File: src/rtl/sorter_pkg.sv
// rtl/sorter_pkg.sv - address map, tag and response codes shared by the sorter
package sorter_pkg;

   localparam logic [31:0] ADDR_MEM     = 32'h0000_0000;
   localparam logic [31:0] ADDR_DATA    = 32'h0000_0004;
   localparam logic [7:0]  VALID_TAG    = 8'hA5;
   localparam logic [1:0]  BRESP_OKAY   = 2'b00;
   localparam logic [1:0]  BRESP_SLVERR = 2'b10;

   // A data-port write is refused only when it was enabled and its FIFO had no room.
   function automatic logic [1:0] push_resp(input logic en, input logic full);
      return (en && full) ? BRESP_SLVERR : BRESP_OKAY;
   endfunction

endpackage

File: src/rtl/sorter_fifo.sv
// rtl/sorter_fifo.sv - saturating FIFO with occupancy counter and flags
// Read port present only when SORTER_READ_PORT_EN is defined.
module sorter_fifo #(
   parameter int WIDTH = 32,
   parameter int DEPTH = 10
) (
   input  logic             clk,
   input  logic             rst_n,
   input  logic             push_i,
   input  logic [WIDTH-1:0] wdata_i,
`ifdef SORTER_READ_PORT_EN
   input  logic             pop_i,
   output logic [WIDTH-1:0] rdata_o,
`endif
   output logic [DEPTH-1:0] ctr_o,
   output logic             full_o,
   output logic             empty_o
);

   localparam int                PW      = (DEPTH > 1) ? $clog2(DEPTH) : 1;
   localparam logic [DEPTH-1:0]  CTR_MAX = DEPTH'(DEPTH);
   localparam logic [PW-1:0]     PTR_MAX = PW'(DEPTH - 1);

   logic [WIDTH-1:0] store_q [DEPTH];
   logic [PW-1:0]    wr_ptr_q, wr_ptr_d;
   logic [DEPTH-1:0] ctr_q, ctr_d;
   logic             do_push, do_pop;

   function automatic logic [PW-1:0] next_ptr(input logic [PW-1:0] p);
      return (p == PTR_MAX) ? '0 : p + PW'(1);
   endfunction

   assign full_o   = (ctr_q == CTR_MAX);
   assign empty_o  = (ctr_q == '0);
   assign ctr_o    = ctr_q;
   assign do_push  = push_i && !full_o;
   assign wr_ptr_d = do_push ? next_ptr(wr_ptr_q) : wr_ptr_q;

`ifdef SORTER_READ_PORT_EN
   logic [PW-1:0]    rd_ptr_q, rd_ptr_d;
   logic [WIDTH-1:0] rdata_q;

   assign do_pop   = pop_i && !empty_o;
   assign rd_ptr_d = do_pop ? next_ptr(rd_ptr_q) : rd_ptr_q;
   assign rdata_o  = rdata_q;

   always_ff @(posedge clk or negedge rst_n) begin
      if (!rst_n) begin
         rd_ptr_q <= '0;
         rdata_q  <= '0;
      end else begin
         rd_ptr_q <= rd_ptr_d;
         if (do_pop) rdata_q <= store_q[rd_ptr_q];
      end
   end
`else
   assign do_pop = 1'b0;
`endif

   always_comb begin
      ctr_d = ctr_q;
      if (do_push && !do_pop)      ctr_d = ctr_q + DEPTH'(1);
      else if (!do_push && do_pop) ctr_d = ctr_q - DEPTH'(1);
   end

   always_ff @(posedge clk or negedge rst_n) begin
      if (!rst_n) begin
         wr_ptr_q <= '0;
         ctr_q    <= '0;
      end else begin
         wr_ptr_q <= wr_ptr_d;
         ctr_q    <= ctr_d;
      end
   end

   // Entry contents need no reset: the counter alone decides what is meaningful.
   always_ff @(posedge clk) begin
      if (do_push) store_q[wr_ptr_q] <= wdata_i;
   end

endmodule

File: src/rtl/axi_lite_data_sorter.sv
// rtl/axi_lite_data_sorter.sv - self-issuing AXI-Lite write sink sorting data by tag
// Optional FIFO read ports enabled by SORTER_READ_PORT_EN.
module axi_lite_data_sorter
   import sorter_pkg::*;
#(
   parameter int WIDTH = 32,
   parameter int DEPTH = 10
) (
   input  logic             clk,
   input  logic             rst,
   input  logic [31:0]      AWADDR,
   input  logic [WIDTH-1:0] WDATA,
   input  logic             val_wr_en,
   input  logic             ival_wr_en,
`ifdef SORTER_READ_PORT_EN
   input  logic             val_rd_en,
   input  logic             ival_rd_en,
   output logic [WIDTH-1:0] val_rdata,
   output logic [WIDTH-1:0] ival_rdata,
`endif
   output logic             AWVALID,
   output logic             WVALID,
   output logic             AWREADY,
   output logic             WREADY,
   output logic             BVALID,
   output logic             BREADY,
   output logic [1:0]       BRESP,
   output logic [0:WIDTH-1] mem,
   output logic [DEPTH-1:0] val_fifo_ctr,
   output logic [DEPTH-1:0] ival_fifo_ctr,
   output logic             val_full,
   output logic             val_empty,
   output logic             ival_full,
   output logic             ival_empty
);

   logic             is_mem, is_data, tag_ok;
   logic             val_push, ival_push;
   logic [1:0]       bresp_q, bresp_d;
   logic             bvalid_q;
   logic [WIDTH-1:0] mem_q, mem_d;

   // Handshakes track reset directly so the first edge after release already completes a write.
   assign AWVALID = rst;
   assign WVALID  = rst;
   assign AWREADY = rst;
   assign WREADY  = rst;
   assign BREADY  = rst;

   assign is_mem    = (AWADDR == ADDR_MEM);
   assign is_data   = (AWADDR == ADDR_DATA);
   assign tag_ok    = (WDATA[WIDTH-1 -: 8] == VALID_TAG);
   assign val_push  = is_data && tag_ok && val_wr_en;
   assign ival_push = is_data && !tag_ok && ival_wr_en;

   always_comb begin
      bresp_d = BRESP_SLVERR;
      mem_d   = mem_q;
      if (is_mem) begin
         bresp_d = BRESP_OKAY;
         mem_d   = WDATA;
      end else if (is_data) begin
         bresp_d = tag_ok ? push_resp(val_wr_en, val_full) : push_resp(ival_wr_en, ival_full);
      end
   end

   always_ff @(posedge clk or negedge rst) begin
      if (!rst) begin
         bvalid_q <= 1'b0;
         bresp_q  <= BRESP_OKAY;
         mem_q    <= '0;
      end else begin
         bvalid_q <= 1'b1;
         bresp_q  <= bresp_d;
         mem_q    <= mem_d;
      end
   end

   assign BVALID = bvalid_q;
   assign BRESP  = bresp_q;
   assign mem    = mem_q;

   sorter_fifo #(.WIDTH(WIDTH), .DEPTH(DEPTH)) u_val_fifo (
      .clk     (clk),
      .rst_n   (rst),
      .push_i  (val_push),
      .wdata_i (WDATA),
`ifdef SORTER_READ_PORT_EN
      .pop_i   (val_rd_en),
      .rdata_o (val_rdata),
`endif
      .ctr_o   (val_fifo_ctr),
      .full_o  (val_full),
      .empty_o (val_empty)
   );

   sorter_fifo #(.WIDTH(WIDTH), .DEPTH(DEPTH)) u_ival_fifo (
      .clk     (clk),
      .rst_n   (rst),
      .push_i  (ival_push),
      .wdata_i (WDATA),
`ifdef SORTER_READ_PORT_EN
      .pop_i   (ival_rd_en),
      .rdata_o (ival_rdata),
`endif
      .ctr_o   (ival_fifo_ctr),
      .full_o  (ival_full),
      .empty_o (ival_empty)
   );

endmodule

File: config.mk
export PLATFORM = sky130hd
export DESIGN_NAME = axi_lite_data_sorter
export DESIGN_NICKNAME = d
export VERILOG_FILES = /design/src/rtl/sorter_pkg.sv /design/src/rtl/sorter_fifo.sv /design/src/rtl/axi_lite_data_sorter.sv
export SDC_FILE = /design/constraint.sdc
export NUM_CORES = 1
export LEC_CHECK = 0
export CAP_MARGIN = 0
export CORE_UTILIZATION = 35
export CTS_CLUSTER_SIZE = 25
export DETAILED_ROUTE_END_ITERATION = 12
export GPL_TIMING_DRIVEN = 0
export PLACE_DENSITY = 0.8
export REMOVE_ABC_BUFFERS = 1
export SYNTH_ARGS = -nofsm -noshare
export SYNTH_HDL_FRONTEND = slang
export SYNTH_SLANG_ARGS = --single-unit
File: constraint.sdc
create_clock -name clk -period 2 [get_ports clk]
set_clock_uncertainty 0.2 [all_clocks]
set_input_delay 0.3 -clock clk [delete_from_list [all_inputs] [get_ports clk]]
set_output_delay 0.3 -clock clk [all_outputs]
set_load 0.01 [all_outputs]
-- Word-level counts from Yosys, hierarchy flattened
Index checks and enable logic that the tools add are counted.
- register bits after elaboration: 55
- input port bits: 68
- output and inout port bits: 64
- word-level logic and storage cells: 30
- add/subtract/negate cells: 2
- equal/unequal tests: 4
- muxes and demuxes: 5
- reductions and logical operators: 14
- operators by type and width (kind ; number):
    32-bit by 3-bit == test with 1-bit output (second input constant) ; 1
    32-bit zero test ; 1
    10-bit by 1-bit adder with 10-bit output (second input constant) ; 2
    10-bit by 4-bit == test with 1-bit output (second input constant) ; 2
    10-bit zero test ; 2
    2-bit 2-to-1 mux ; 5
    8-bit == test (second input constant) ; 1
    1-bit logical AND ; 8
    1-bit zero test ; 3

-- Depth between registers and ports, before layout
- word-level depth: 6
- mapped depth: 7
- mapped depth without buffers: 6

-- By module
A second synthesis with hierarchy kept.
- cells, all modules: 197
- area, all modules: 2508.7 µm²
- by module, submodules not included (module ; instances ; cells each ; area an instance (µm²) ; sequential area each (µm²)):
    axi_lite_data_sorter ; 1 ; 99 ; 1450.1 ; 850.8
    sorter_fifo ; 2 ; 49 ; 529.3 ; 250.2

-- Worst setup path after synthesis
Ideal clock, no wire load.
- path type: in2reg
- from: input AWADDR[22]
- to: register u_val_fifo.ctr_q[1] (netlist: u_val_fifo.ctr_o[1])
- setup time: 0.125 ns
- arrival: 2.049 ns
- data required time: 1.675 ns
- setup slack: -0.374 ns
- stages on the path: 6
- path buffers: 1
- cell sequence: or4_1 -> nor4_2 -> nand4_1 -> buf_2 -> or4_4 -> mux2_4
- longest elaborated chain between the ends: 4
- RTL lines (what ; line ; text):
    start: declaration ; axi_lite_data_sorter.sv:11 ; input logic [31:0] AWADDR,
    32-bit by 3-bit == test with 1-bit output ; axi_lite_data_sorter.sv:51 ; assign is_data = (AWADDR == ADDR_DATA);
    1-bit logical AND (2 in a row) ; axi_lite_data_sorter.sv:53 ; assign val_push = is_data && tag_ok && val_wr_en;
    1-bit logical AND ; sorter_fifo.sv:36 ; assign do_push = push_i && !full_o;
    end signal: assignment ; sorter_fifo.sv:72 ; ctr_q <= ctr_d;
    end: declaration ; sorter_fifo.sv:26 ; logic [DEPTH-1:0] ctr_q, ctr_d;
Every way passes these cells.
A chain may end at the register's enable or synchronous reset.

-- Worst setup path after layout
- from: register u_ival_fifo.ctr_q[5] (netlist: u_ival_fifo.ctr_o[5])
- to: output ival_full
- longest elaborated chain between the ends: 1
- RTL lines (what ; line ; text):
    start: declaration ; sorter_fifo.sv:26 ;
    start signal: assignment ; sorter_fifo.sv:72 ;
    10-bit by 4-bit == test with 1-bit output ; sorter_fifo.sv:33 ; assign full_o = (ctr_q == CTR_MAX);
    end: declaration ; axi_lite_data_sorter.sv:33 ; output logic ival_full,
Every way passes these cells.

==> metrics.csv <==
metric,value,unit
outcome,"complete, but fails checks",
failed_checks,negative setup slack,
num_rows,30,
leakagePower,2.33,nW
top_usage_layer,met2,
die_h,86.1,microns
worstSetupPathType,reg -> out,
period_minus_slack,2.29,ns
worstMarginPinSlew,0.658,ns
grt_max_degree,30,
worstPathRequired,1.50,ns
start_util,36.3,%
end_kind,output port,
yosys.cell_types.count,29,
layout_commonest_cell,clkdlybuf4s50_1,
rsz0062_at_grt,true,
place_congestion,0.794,
use_met3,4.62,%
layout_common_cells,"clkdlybuf4s50_1, dfrtp_1, mux2_4",
dr_total_vias,2297,
avgSynthCellArea,12.5,sq um
period_share,114,%
slew_viol_final,0,
track_usage,22.3,%
synth_top_area_cell,dfrtp_1,
boundaryPins,132,
detail_route.iter0.violations,69,
cap_violations,0,
drive_gt1_share,35.4,%
grt_pass1_vias,2401,
pre_cts_slack,-1.88,ns
route.detailed.drc,0,
cts_buffers,5,
grt_use_met1,28.5,%
grt_antenna_before_repair,0,
synthTopCellsByArea,"dfrtp_1, mux2_2, nor4_1",
fmax,437,MHz
setup_viol,49,
ys_seq_elements,54,
coreArea,6830,sq um
dp_hpwl,4510,microns
hold_violations,0,
synthCells,198,
postRouteAntennaNets,0,
cts.sinks,54,
syn2layout_area_growth,97.0,%
die_area,7420,sq um
grt_util_met2,38.0,%
drt-vias-per-instance,4.96,
die_w,86.1,microns
clk_latency,0.30,ns
finalSetupTns,-6.80,ns
cts_root_buf,clkbuf_8,
crit_fanout,2,
grt_pass1_wl,12600,microns
worstPathArrival,1.79,ns
cts_tree,built,
cts_htree_levels,2,
n_antenna_cell,0,
power_density,417,nW/um^2
syn_area,2480,sq um
firstDrtPassIters,4,
clk_pin_slew,0.10,ns
max_slew_margin,56.1,%
yosys_warnings,0,
yosysSeqAreaShare,54.5,%
ir_drop,0.372,mV
worst_setup_path_start_kind,register,
wirelength,8420,microns
clockBufferDepth,2,
final_nets,440,
numPortBuffers,130,
setup_slack,-0.287,ns
wl_per_cell,18.2,microns
synth_top_area_share,54.5,%
grt-ovfl-total,0,
hp-class,in -> reg,
## layer usage
layer | wire, microns | vias up
li1 | - | 1045
met4 | 111 | 0
met2 | 4330 | 71
met3 | 402 | 12
met1 | 3570 | 1169
met5 | 0 | -
## kinds of logic after synthesis
logic type	Yosys count	share of synthesized area (%)
adder cells (fa/ha/maj)	6	3.03
AND/OR/NAND/NOR	63	15.5
AO/OA/AOI/OAI	2	0.556
multiplexers	35	16.1
XOR/XNOR	17	6.01
buffers and inverters	19	3.99
other	2	0.303
flip-flops	54	54.5
## per-stage QoR
| stage | utilization, % | cells | hold WS (ns) | power [mW] | area (sq um) |
|---|---|---|---|---|---|
| floorplan | - | 186 | -0.196 | 1.12 | 2400 |
| global placement | 56.0 | 412 | 0.269 | 1.30 | 3830 |
| detailed placement | 56.3 | 413 | 0.207 | 1.31 | 3850 |
| CTS | 68.1 | 452 | 0.310 | 2.05 | 4650 |
| global route | 71.4 | 463 | 0.160 | 2.12 | 4880 |
| finish | 71.4 | 463 | 0.156 | 2.04 | 4880 |
## sequential cells by signal, summed over array words and instances, names as in the netlist
signal             flops
mem                   32
u_ival_fifo.ctr_o     10
u_val_fifo.ctr_o      10
BRESP                  1
BVALID                 1
## worst paths after layout
path,startpoint,endpoint,slack [ns],cells after the start
max in group asynchronous,rst,u_val_fifo.ctr_o[5],0.95,3
max reg2reg,u_ival_fifo.ctr_o[5],u_ival_fifo.ctr_o[1],-0.26,6
min in group asynchronous,rst,mem[22],0.47,3
max,u_ival_fifo.ctr_o[5],ival_full,-0.29,4
min,WDATA[31],mem[0],0.16,2
min reg2reg,u_ival_fifo.ctr_o[9],u_ival_fifo.ctr_o[9],0.31,1
## power breakdown
group	switching [mW]	internal, mW	total, mW
logic	0.0817	0.137	0.218
registers	0.000418	1.09	1.09
clock network	0.351	0.375	0.727
total	0.433	1.60	2.04
## Yosys cell counts
| master | n |
|---|---|
| or4_1 | 4 |
| and3b_1 | 1 |
| and4_1 | 1 |
| nor3_1 | 4 |
| conb_1 | 2 |
| buf_2 | 4 |
| and4b_1 | 1 |
| ha_1 | 6 |
| xor2_1 | 14 |
| inv_1 | 7 |
| nor2_1 | 1 |
| mux2_2 | 31 |
| mux2_1 | 3 |
| o21bai_1 | 1 |
| mux2_4 | 1 |
| nor4bb_1 | 2 |
| buf_4 | 6 |
| or4_4 | 1 |
| nand3_1 | 6 |
| clkbuf_1 | 2 |
| and3_1 | 2 |
| nand4_1 | 7 |
| dfrtp_1 | 54 |
| nor4_1 | 20 |
| a31oi_1 | 1 |
| nand2_1 | 11 |
| nor4_2 | 1 |
| nor2_2 | 1 |
| xnor2_1 | 3 |
## what timing repair did
item / CTS / global route
buffers inserted: 27 / 14
gates cloned: 4 / 1
endpoints found under the setup margin: 62 / 57
hold endpoints to repair: 29 / 0
pin swaps: 26 / 34
hold buffers: 2 / 0
resized for setup: 126 / 35
## worst max-delay path, cell delays in order (launching register included)
cell and delay [ns]:
dfrtp_1 0.39, or4_4 0.55, nor4_4 0.19, and3_4 0.25, buf_6 0.10
## final cells by class
| class | instances | area, sq um |
|---|---|---|
| fillers | 486 | 1950 |
| repair buffers | 171 | 1740 |
| multi-input cells | 127 | 1530 |
| flip-flops and latches | 54 | 1350 |
| well taps | 96 | 120 |
| clock buffers | 7 | 76.3 |
| clock inverters | 1 | 30.0 |
| inverters | 7 | 28.8 |
No activity file was read; power rests on OpenSTA's default activity.
